## config.mk

```make
export PLATFORM = sky130hd
export DESIGN_NAME = uart_axil_regs
export DESIGN_NICKNAME = d
export VERILOG_FILES = /design/src/rtl/uart_axil_regs.sv
export SDC_FILE = /design/constraint.sdc
export NUM_CORES = 1
export LEC_CHECK = 0
export ABC_AREA = 1
export ABC_CLOCK_PERIOD_IN_PS = 1800
export CORE_UTILIZATION = 37
export CTS_CLUSTER_DIAMETER = 120
export CTS_CLUSTER_SIZE = 28
export DETAILED_ROUTE_END_ITERATION = 10
export HOLD_SLACK_MARGIN = 0.08
export PLACE_DENSITY = 0.95
export SYNTH_ARGS = -nofsm -noshare
export SYNTH_HDL_FRONTEND = slang
export SYNTH_SLANG_ARGS = --single-unit
```

## constraint.sdc

```tcl
create_clock -name clk -period 1.8 [get_ports clk]
set_clock_uncertainty 0.15 [all_clocks]
set_input_delay 0.36 -clock clk [delete_from_list [all_inputs] [get_ports clk]]
set_output_delay 0.36 -clock clk [all_outputs]
set_load 0.05 [all_outputs]
```

## src/rtl/uart_axil_regs.sv

```systemverilog
// uart_axil_regs
//   AXI4-Lite slave register front-end for the UART FIFO core. It decodes four
//   32-bit registers, turns TXDATA writes into one-cycle tx_we pushes and
//   RXDATA reads into one-cycle rx_re pops, keeps a sticky TX_DROP flag, and
//   (optionally) drives a registered interrupt.
//
//   Register map (byte offset):
//     0x0 STATUS  RO  {27'b0, tx_drop, tx_full, tx_empty, rx_full, rx_empty}
//     0x4 TXDATA  WO  push wdata[7:0] if !tx_full, else set TX_DROP; reads 0
//     0x8 RXDATA  RO  {24'b0, rx_data} + pop if !rx_empty, else 32'h100
//     0xC CTRL    RW  bit4 W1C clears TX_DROP; bits[2:0] IE mask (irq build)
//
//   Optional feature macro: UART_AXIL_IRQ_EN (adds the irq port and the IE
//   mask). Without it, CTRL[2:0] read 0 and ignore writes.
//
// Ports:
//   clk, rst_n          clock, asynchronous active-low reset
//   irq                 interrupt (UART_AXIL_IRQ_EN only)
//   s_axi_aw*/w*/b*     AXI4-Lite write address / data / response channels
//   s_axi_ar*/r*        AXI4-Lite read address / data channels
//   rx_empty/rx_full    RX FIFO status; rx_data is the show-ahead head
//   tx_empty/tx_full    TX FIFO status
//   rx_re, tx_we        one-cycle pop / push strobes; tx_data is push data
//
// state  | meaning
// W_IDLE | waiting for awvalid and wvalid together
// W_ACK  | one cycle: awready/wready high, register effect / tx_we
// W_RESP | bvalid high until bready
// R_IDLE | waiting for arvalid
// R_ACK  | one cycle: arready high, rdata captured, rx_re
// R_DATA | rvalid high, rdata held until rready

module uart_axil_regs #(
    parameter int ADDR_WIDTH = 4,
    parameter int DATA_WIDTH = 32
) (
    input  logic                    clk,
    input  logic                    rst_n,
`ifdef UART_AXIL_IRQ_EN
    output logic                    irq,
`endif
    input  logic [ADDR_WIDTH-1:0]   s_axi_awaddr,
    input  logic                    s_axi_awvalid,
    output logic                    s_axi_awready,
    input  logic [DATA_WIDTH-1:0]   s_axi_wdata,
    input  logic [DATA_WIDTH/8-1:0] s_axi_wstrb,
    input  logic                    s_axi_wvalid,
    output logic                    s_axi_wready,
    output logic [1:0]              s_axi_bresp,
    output logic                    s_axi_bvalid,
    input  logic                    s_axi_bready,
    input  logic [ADDR_WIDTH-1:0]   s_axi_araddr,
    input  logic                    s_axi_arvalid,
    output logic                    s_axi_arready,
    output logic [DATA_WIDTH-1:0]   s_axi_rdata,
    output logic [1:0]              s_axi_rresp,
    output logic                    s_axi_rvalid,
    input  logic                    s_axi_rready,
    input  logic                    rx_empty,
    input  logic                    rx_full,
    input  logic                    tx_empty,
    input  logic                    tx_full,
    input  logic [7:0]              rx_data,
    output logic                    rx_re,
    output logic [7:0]              tx_data,
    output logic                    tx_we
);

    localparam logic [1:0] OFF_STATUS = 2'd0;
    localparam logic [1:0] OFF_TXDATA = 2'd1;
    localparam logic [1:0] OFF_RXDATA = 2'd2;
    localparam logic [1:0] OFF_CTRL   = 2'd3;

    localparam logic [1:0] RESP_OKAY   = 2'b00;
    localparam logic [1:0] RESP_SLVERR = 2'b10;

    typedef enum logic [1:0] {W_IDLE, W_ACK, W_RESP} w_state_t;
    typedef enum logic [1:0] {R_IDLE, R_ACK, R_DATA} r_state_t;

    w_state_t w_state;
    r_state_t r_state;

    logic [1:0] w_off;
    logic       w_err;
    logic       w_strb0;
    logic [7:0] w_lo;
    logic [1:0] r_off;
    logic       r_err;
    logic       tx_drop;

    logic       aw_hi;
    logic       ar_hi;
    logic       w_fire;
    logic       drop_set;
    logic       drop_clr;
    logic [DATA_WIDTH-1:0] rd_mux;

    // Address bits above the 16-byte window only exist for wider buses; any
    // nonzero value there is unmapped space.
    generate
        if (ADDR_WIDTH > 4) begin : g_hi
            assign aw_hi = |s_axi_awaddr[ADDR_WIDTH-1:4];
            assign ar_hi = |s_axi_araddr[ADDR_WIDTH-1:4];
        end else begin : g_no_hi
            assign aw_hi = 1'b0;
            assign ar_hi = 1'b0;
        end
    endgenerate

    logic unused_bits;
    assign unused_bits = ^{s_axi_wdata[DATA_WIDTH-1:8], s_axi_wstrb[DATA_WIDTH/8-1:1],
                           s_axi_awaddr[1:0], s_axi_araddr[1:0]};

    // The write captured in W_IDLE takes effect in the W_ACK cycle; FIFO
    // flags are looked at live in that cycle.
    assign w_fire   = (w_state == W_ACK) && !w_err && w_strb0;
    assign tx_we    = w_fire && (w_off == OFF_TXDATA) && !tx_full;
    assign drop_set = w_fire && (w_off == OFF_TXDATA) && tx_full;
    assign drop_clr = w_fire && (w_off == OFF_CTRL) && w_lo[4];
    assign tx_data  = w_lo;

    assign rx_re = (r_state == R_ACK) && !r_err && (r_off == OFF_RXDATA) && !rx_empty;

`ifdef UART_AXIL_IRQ_EN
    logic [2:0] ie;

    always_ff @(posedge clk or negedge rst_n) begin
        if (!rst_n) begin
            ie  <= 3'b000;
            irq <= 1'b0;
        end else begin
            if (w_fire && (w_off == OFF_CTRL)) begin
                ie <= w_lo[2:0];
            end
            irq <= (ie[0] & !rx_empty) | (ie[1] & tx_empty) | (ie[2] & tx_drop);
        end
    end
`endif

    always_comb begin
        rd_mux = '0;
        if (!r_err) begin
            case (r_off)
                OFF_STATUS: rd_mux[4:0] = {tx_drop, tx_full, tx_empty, rx_full, rx_empty};
                OFF_RXDATA: begin
                    if (rx_empty) begin
                        rd_mux[8] = 1'b1;
                    end else begin
                        rd_mux[7:0] = rx_data;
                    end
                end
                OFF_CTRL: begin
`ifdef UART_AXIL_IRQ_EN
                    rd_mux[2:0] = ie;
`endif
                end
                default: rd_mux = '0;
            endcase
        end
    end

    // A set and a clear can never coincide from a single write channel, but
    // set wins regardless.
    always_ff @(posedge clk or negedge rst_n) begin
        if (!rst_n) begin
            tx_drop <= 1'b0;
        end else if (drop_set) begin
            tx_drop <= 1'b1;
        end else if (drop_clr) begin
            tx_drop <= 1'b0;
        end
    end

    always_ff @(posedge clk or negedge rst_n) begin
        if (!rst_n) begin
            w_state       <= W_IDLE;
            s_axi_awready <= 1'b0;
            s_axi_wready  <= 1'b0;
            s_axi_bvalid  <= 1'b0;
            s_axi_bresp   <= RESP_OKAY;
            w_off         <= 2'd0;
            w_err         <= 1'b0;
            w_strb0       <= 1'b0;
            w_lo          <= 8'h00;
        end else begin
            case (w_state)
                W_IDLE: begin
                    if (s_axi_awvalid && s_axi_wvalid) begin
                        w_state       <= W_ACK;
                        s_axi_awready <= 1'b1;
                        s_axi_wready  <= 1'b1;
                        w_off         <= s_axi_awaddr[3:2];
                        w_err         <= aw_hi;
                        w_strb0       <= s_axi_wstrb[0];
                        w_lo          <= s_axi_wdata[7:0];
                    end
                end
                W_ACK: begin
                    w_state       <= W_RESP;
                    s_axi_awready <= 1'b0;
                    s_axi_wready  <= 1'b0;
                    s_axi_bvalid  <= 1'b1;
                    s_axi_bresp   <= w_err ? RESP_SLVERR : RESP_OKAY;
                end
                W_RESP: begin
                    if (s_axi_bready) begin
                        w_state      <= W_IDLE;
                        s_axi_bvalid <= 1'b0;
                    end
                end
                default: w_state <= W_IDLE;
            endcase
        end
    end

    always_ff @(posedge clk or negedge rst_n) begin
        if (!rst_n) begin
            r_state       <= R_IDLE;
            s_axi_arready <= 1'b0;
            s_axi_rvalid  <= 1'b0;
            s_axi_rresp   <= RESP_OKAY;
            s_axi_rdata   <= '0;
            r_off         <= 2'd0;
            r_err         <= 1'b0;
        end else begin
            case (r_state)
                R_IDLE: begin
                    if (s_axi_arvalid) begin
                        r_state       <= R_ACK;
                        s_axi_arready <= 1'b1;
                        r_off         <= s_axi_araddr[3:2];
                        r_err         <= ar_hi;
                    end
                end
                R_ACK: begin
                    r_state       <= R_DATA;
                    s_axi_arready <= 1'b0;
                    s_axi_rvalid  <= 1'b1;
                    s_axi_rresp   <= r_err ? RESP_SLVERR : RESP_OKAY;
                    s_axi_rdata   <= rd_mux;
                end
                R_DATA: begin
                    if (s_axi_rready) begin
                        r_state      <= R_IDLE;
                        s_axi_rvalid <= 1'b0;
                    end
                end
                default: r_state <= R_IDLE;
            endcase
        end
    end

endmodule

```

==> summary.txt <==
hold slack -> 0.305 ns
H-tree Lvls -> 2
Antenna Violating Nets Remaining -> 0
largest fanout on the critical path -> 4
DRT Pass-1 Iters -> 4
# diodes -> 0
Worst path max stage delay -> 0.38 ns
GRT overflow -> 0
All-Layer GR Usage -> 16.9%
largest net degree at the start of global routing -> 32
Starting DRT DRC Count -> 60
commonest non-fill, non-tap cell in the layout -> nand2_1
IO Port Bufs -> 55
synthesized flop and latch total -> 31
max-cap violations -> 0
largest family of logic cells by synthesized area -> simple AND/OR/NAND/NOR gates
share of cells above drive strength 1 -> 19.0%
Max VDD drop -> 752 uV
top post-synthesis cells by area -> dfrtp_1, nand2_1, buf_4
WS Path Type -> reg2out
Inserted Clock Buffers -> 5
register area share after synthesis -> 50.4%
Layout Cells excl Fill -> 313
die area -> 4420 sq um
number of synthesis warnings -> 0
DR WL/cell -> 10.7 um
CP endpoint kind -> primary output
outcome -> completed
Placer Congestion -> 0.745
slowest library cell on the worst path -> dfrtp_1
max-slew violations -> 0
endpoints failing setup -> 0
Clock Latency Late Sink -> 0.27 ns
Worst-path clk slew -> 0.06 ns
Post-Route WL -> 3350 um
Yosys top cell area share -> 50.4%
num rows -> 23
WP data arrival -> 1.24 ns
global-route wire length before repair -> 5550 um
via count -> 1321
crit path launch type -> flop
I/O pin cnt -> 114
Via density -> 4.22
post-synth cell types -> 15
most frequent cells in the layout -> nand2_1, dfrtp_1, clkdlybuf4s50_1, buf_4, conb_1
Synth Cell Area -> 1540 sq um
initial antenna violation count -> 0
Starting Density -> 38.5%
Adder-Cell Fraction of Synth Area -> 0%
Tmin final -> 1.75 ns
Avg Inst Size Synth -> 7.90 sq um
placed cell count -> 301
top cell type by total area after synthesis -> dfrtp_1
number of remaining DRC errors -> 0
Hold Vio Cnt, Final -> 0
Hold Crit Class -> in2reg
Simple-Gate Fraction of Synth Area -> 27.0%
Max Freq -> 0.573 GHz
Max clock buf depth -> 2
Overall Power -> 0.00334 W
TNS Setup -> 0 ns
static leakage -> 1.19 nW
final period utilization -> 97.0%
Worst path most repeated cell -> nor2_4
xor and xnor area share after synthesis -> 0%
CTS sink count -> 31
DP HPWL -> 2460 um
power per cell area -> 1520 nW/um^2
post-synthesis cell count -> 195
CTS tree -> done
Die W -> 66.5 um
worst-path cell chain -> inv_2, nor2_4, nand2_2, nor2_4, buf_12
Compound-Gate Fraction of Synth Area -> 2.60%
number of global-route vias before repair -> 1341
fin util -> 55.0%
# nets final -> 325
Critical Path RT -> 1.29 ns
Core ar. -> 4000 sq um
chip height -> 66.5 um
Syn-to-layout area delta -> 42.9%
mux cell area share after synthesis -> 0%
root buffer cell -> clkbuf_8
==> routing by layer <==
metal	global-route usage (%)	wire, um	up-vias
met5	0	0	-
met4	5.05	10	0
met3	6.16	265	2
met2	29.8	1710	59
met1	18.8	1360	599
li1	-	-	661
==> synthesized netlist by cell type <==
cell type	count
dfrtp_1	31
nand3_1	9
buf_4	29
buf_6	1
nand3_2	1
o21ai_1	1
nand2_1	83
nor2_1	10
inv_2	1
o21ai_0	7
buf_2	1
nor3_1	1
inv_1	18
nor2_2	1
conb_1	1
==> what timing repair did <==
item | in CTS | in global routing
resized for setup | 1 | 8
hold buffers | 0 | 0
setup endpoints to repair | 2 | 2
buffers inserted | 1 | 3
pin swaps | 1 | 3
==> where the power goes <==
group / total, W / internal (W) / switching (W) / leakage, nW
Clock: 0.000508 / 0.000271 / 0.000237 / 0.0422
Combinational: 0.00174 / 0.000554 / 0.00119 / 0.762
Sequential: 0.00109 / 0.000931 / 0.000160 / 0.383
==> worst paths after layout <==
| kind | start | endpoint | slack [ns] | cells past startpoint |
|---|---|---|---|---|
| worst max-delay path | r_off[1] | rx_re | 0.05 | 5 |
| worst min-delay path | tx_full | tx_drop | 0.30 | 4 |
| worst max register to register | w_state[1] | w_off[0] | 0.41 | 6 |
| worst min register to register | s_axi_rdata[5] | s_axi_rdata[5] | 0.33 | 2 |
| max in group asynchronous | rst_n | s_axi_rdata[8] | 0.88 | 2 |
| min in group asynchronous | rst_n | s_axi_arready | 0.32 | 2 |
==> state kept, by name (all words and copies together) (netlist names) <==
register / count
r_off: 2
r_state: 2
s_axi_arready: 1
s_axi_bvalid: 1
s_axi_rdata: 9
s_axi_rvalid: 1
s_axi_wready: 1
tx_data: 8
tx_drop: 1
w_off: 2
w_state: 2
w_strb0: 1
==> area by class of cell <==
cell class | instances | area [sq um]
inverters | 19 | 71.3
well taps | 50 | 62.6
clock buffers | 7 | 76.3
fillers | 375 | 1800
clock inverters | 1 | 5.00
flip-flops and latches | 31 | 776
repair buffers | 65 | 623
multi-input cells | 140 | 587
==> logic make-up (layout without fill, tap and decap cells) <==
kind of cell / count (synthesis) / after routing
simple gates: 105 / 105
buf+inv: 50 / 92
flops: 31 / 31
compound gates: 8 / 8
other cells: 1 / 27
==> per-stage QoR <==
step | cell area (sq um) | setup slack [ns]
after detailed placement | 2060 | 0.0418
after CTS | 2150 | 0.00652
final | 2200 | 0.0534
after global placement | 2060 | 0.0756
after global routing | 2200 | -0.00920
after floorplan | 1650 | 0.110
==> worst max-delay path: cells and delay by family, from the launching register on <==
| kind | cells | cell delay, ns |
|---|---|---|
| flip-flops | 1 | 0.38 |
| AND/OR/NAND/NOR | 3 | 0.38 |
| buffers and inverters | 2 | 0.21 |
Note: power is estimated with default switching activity, not from simulation.
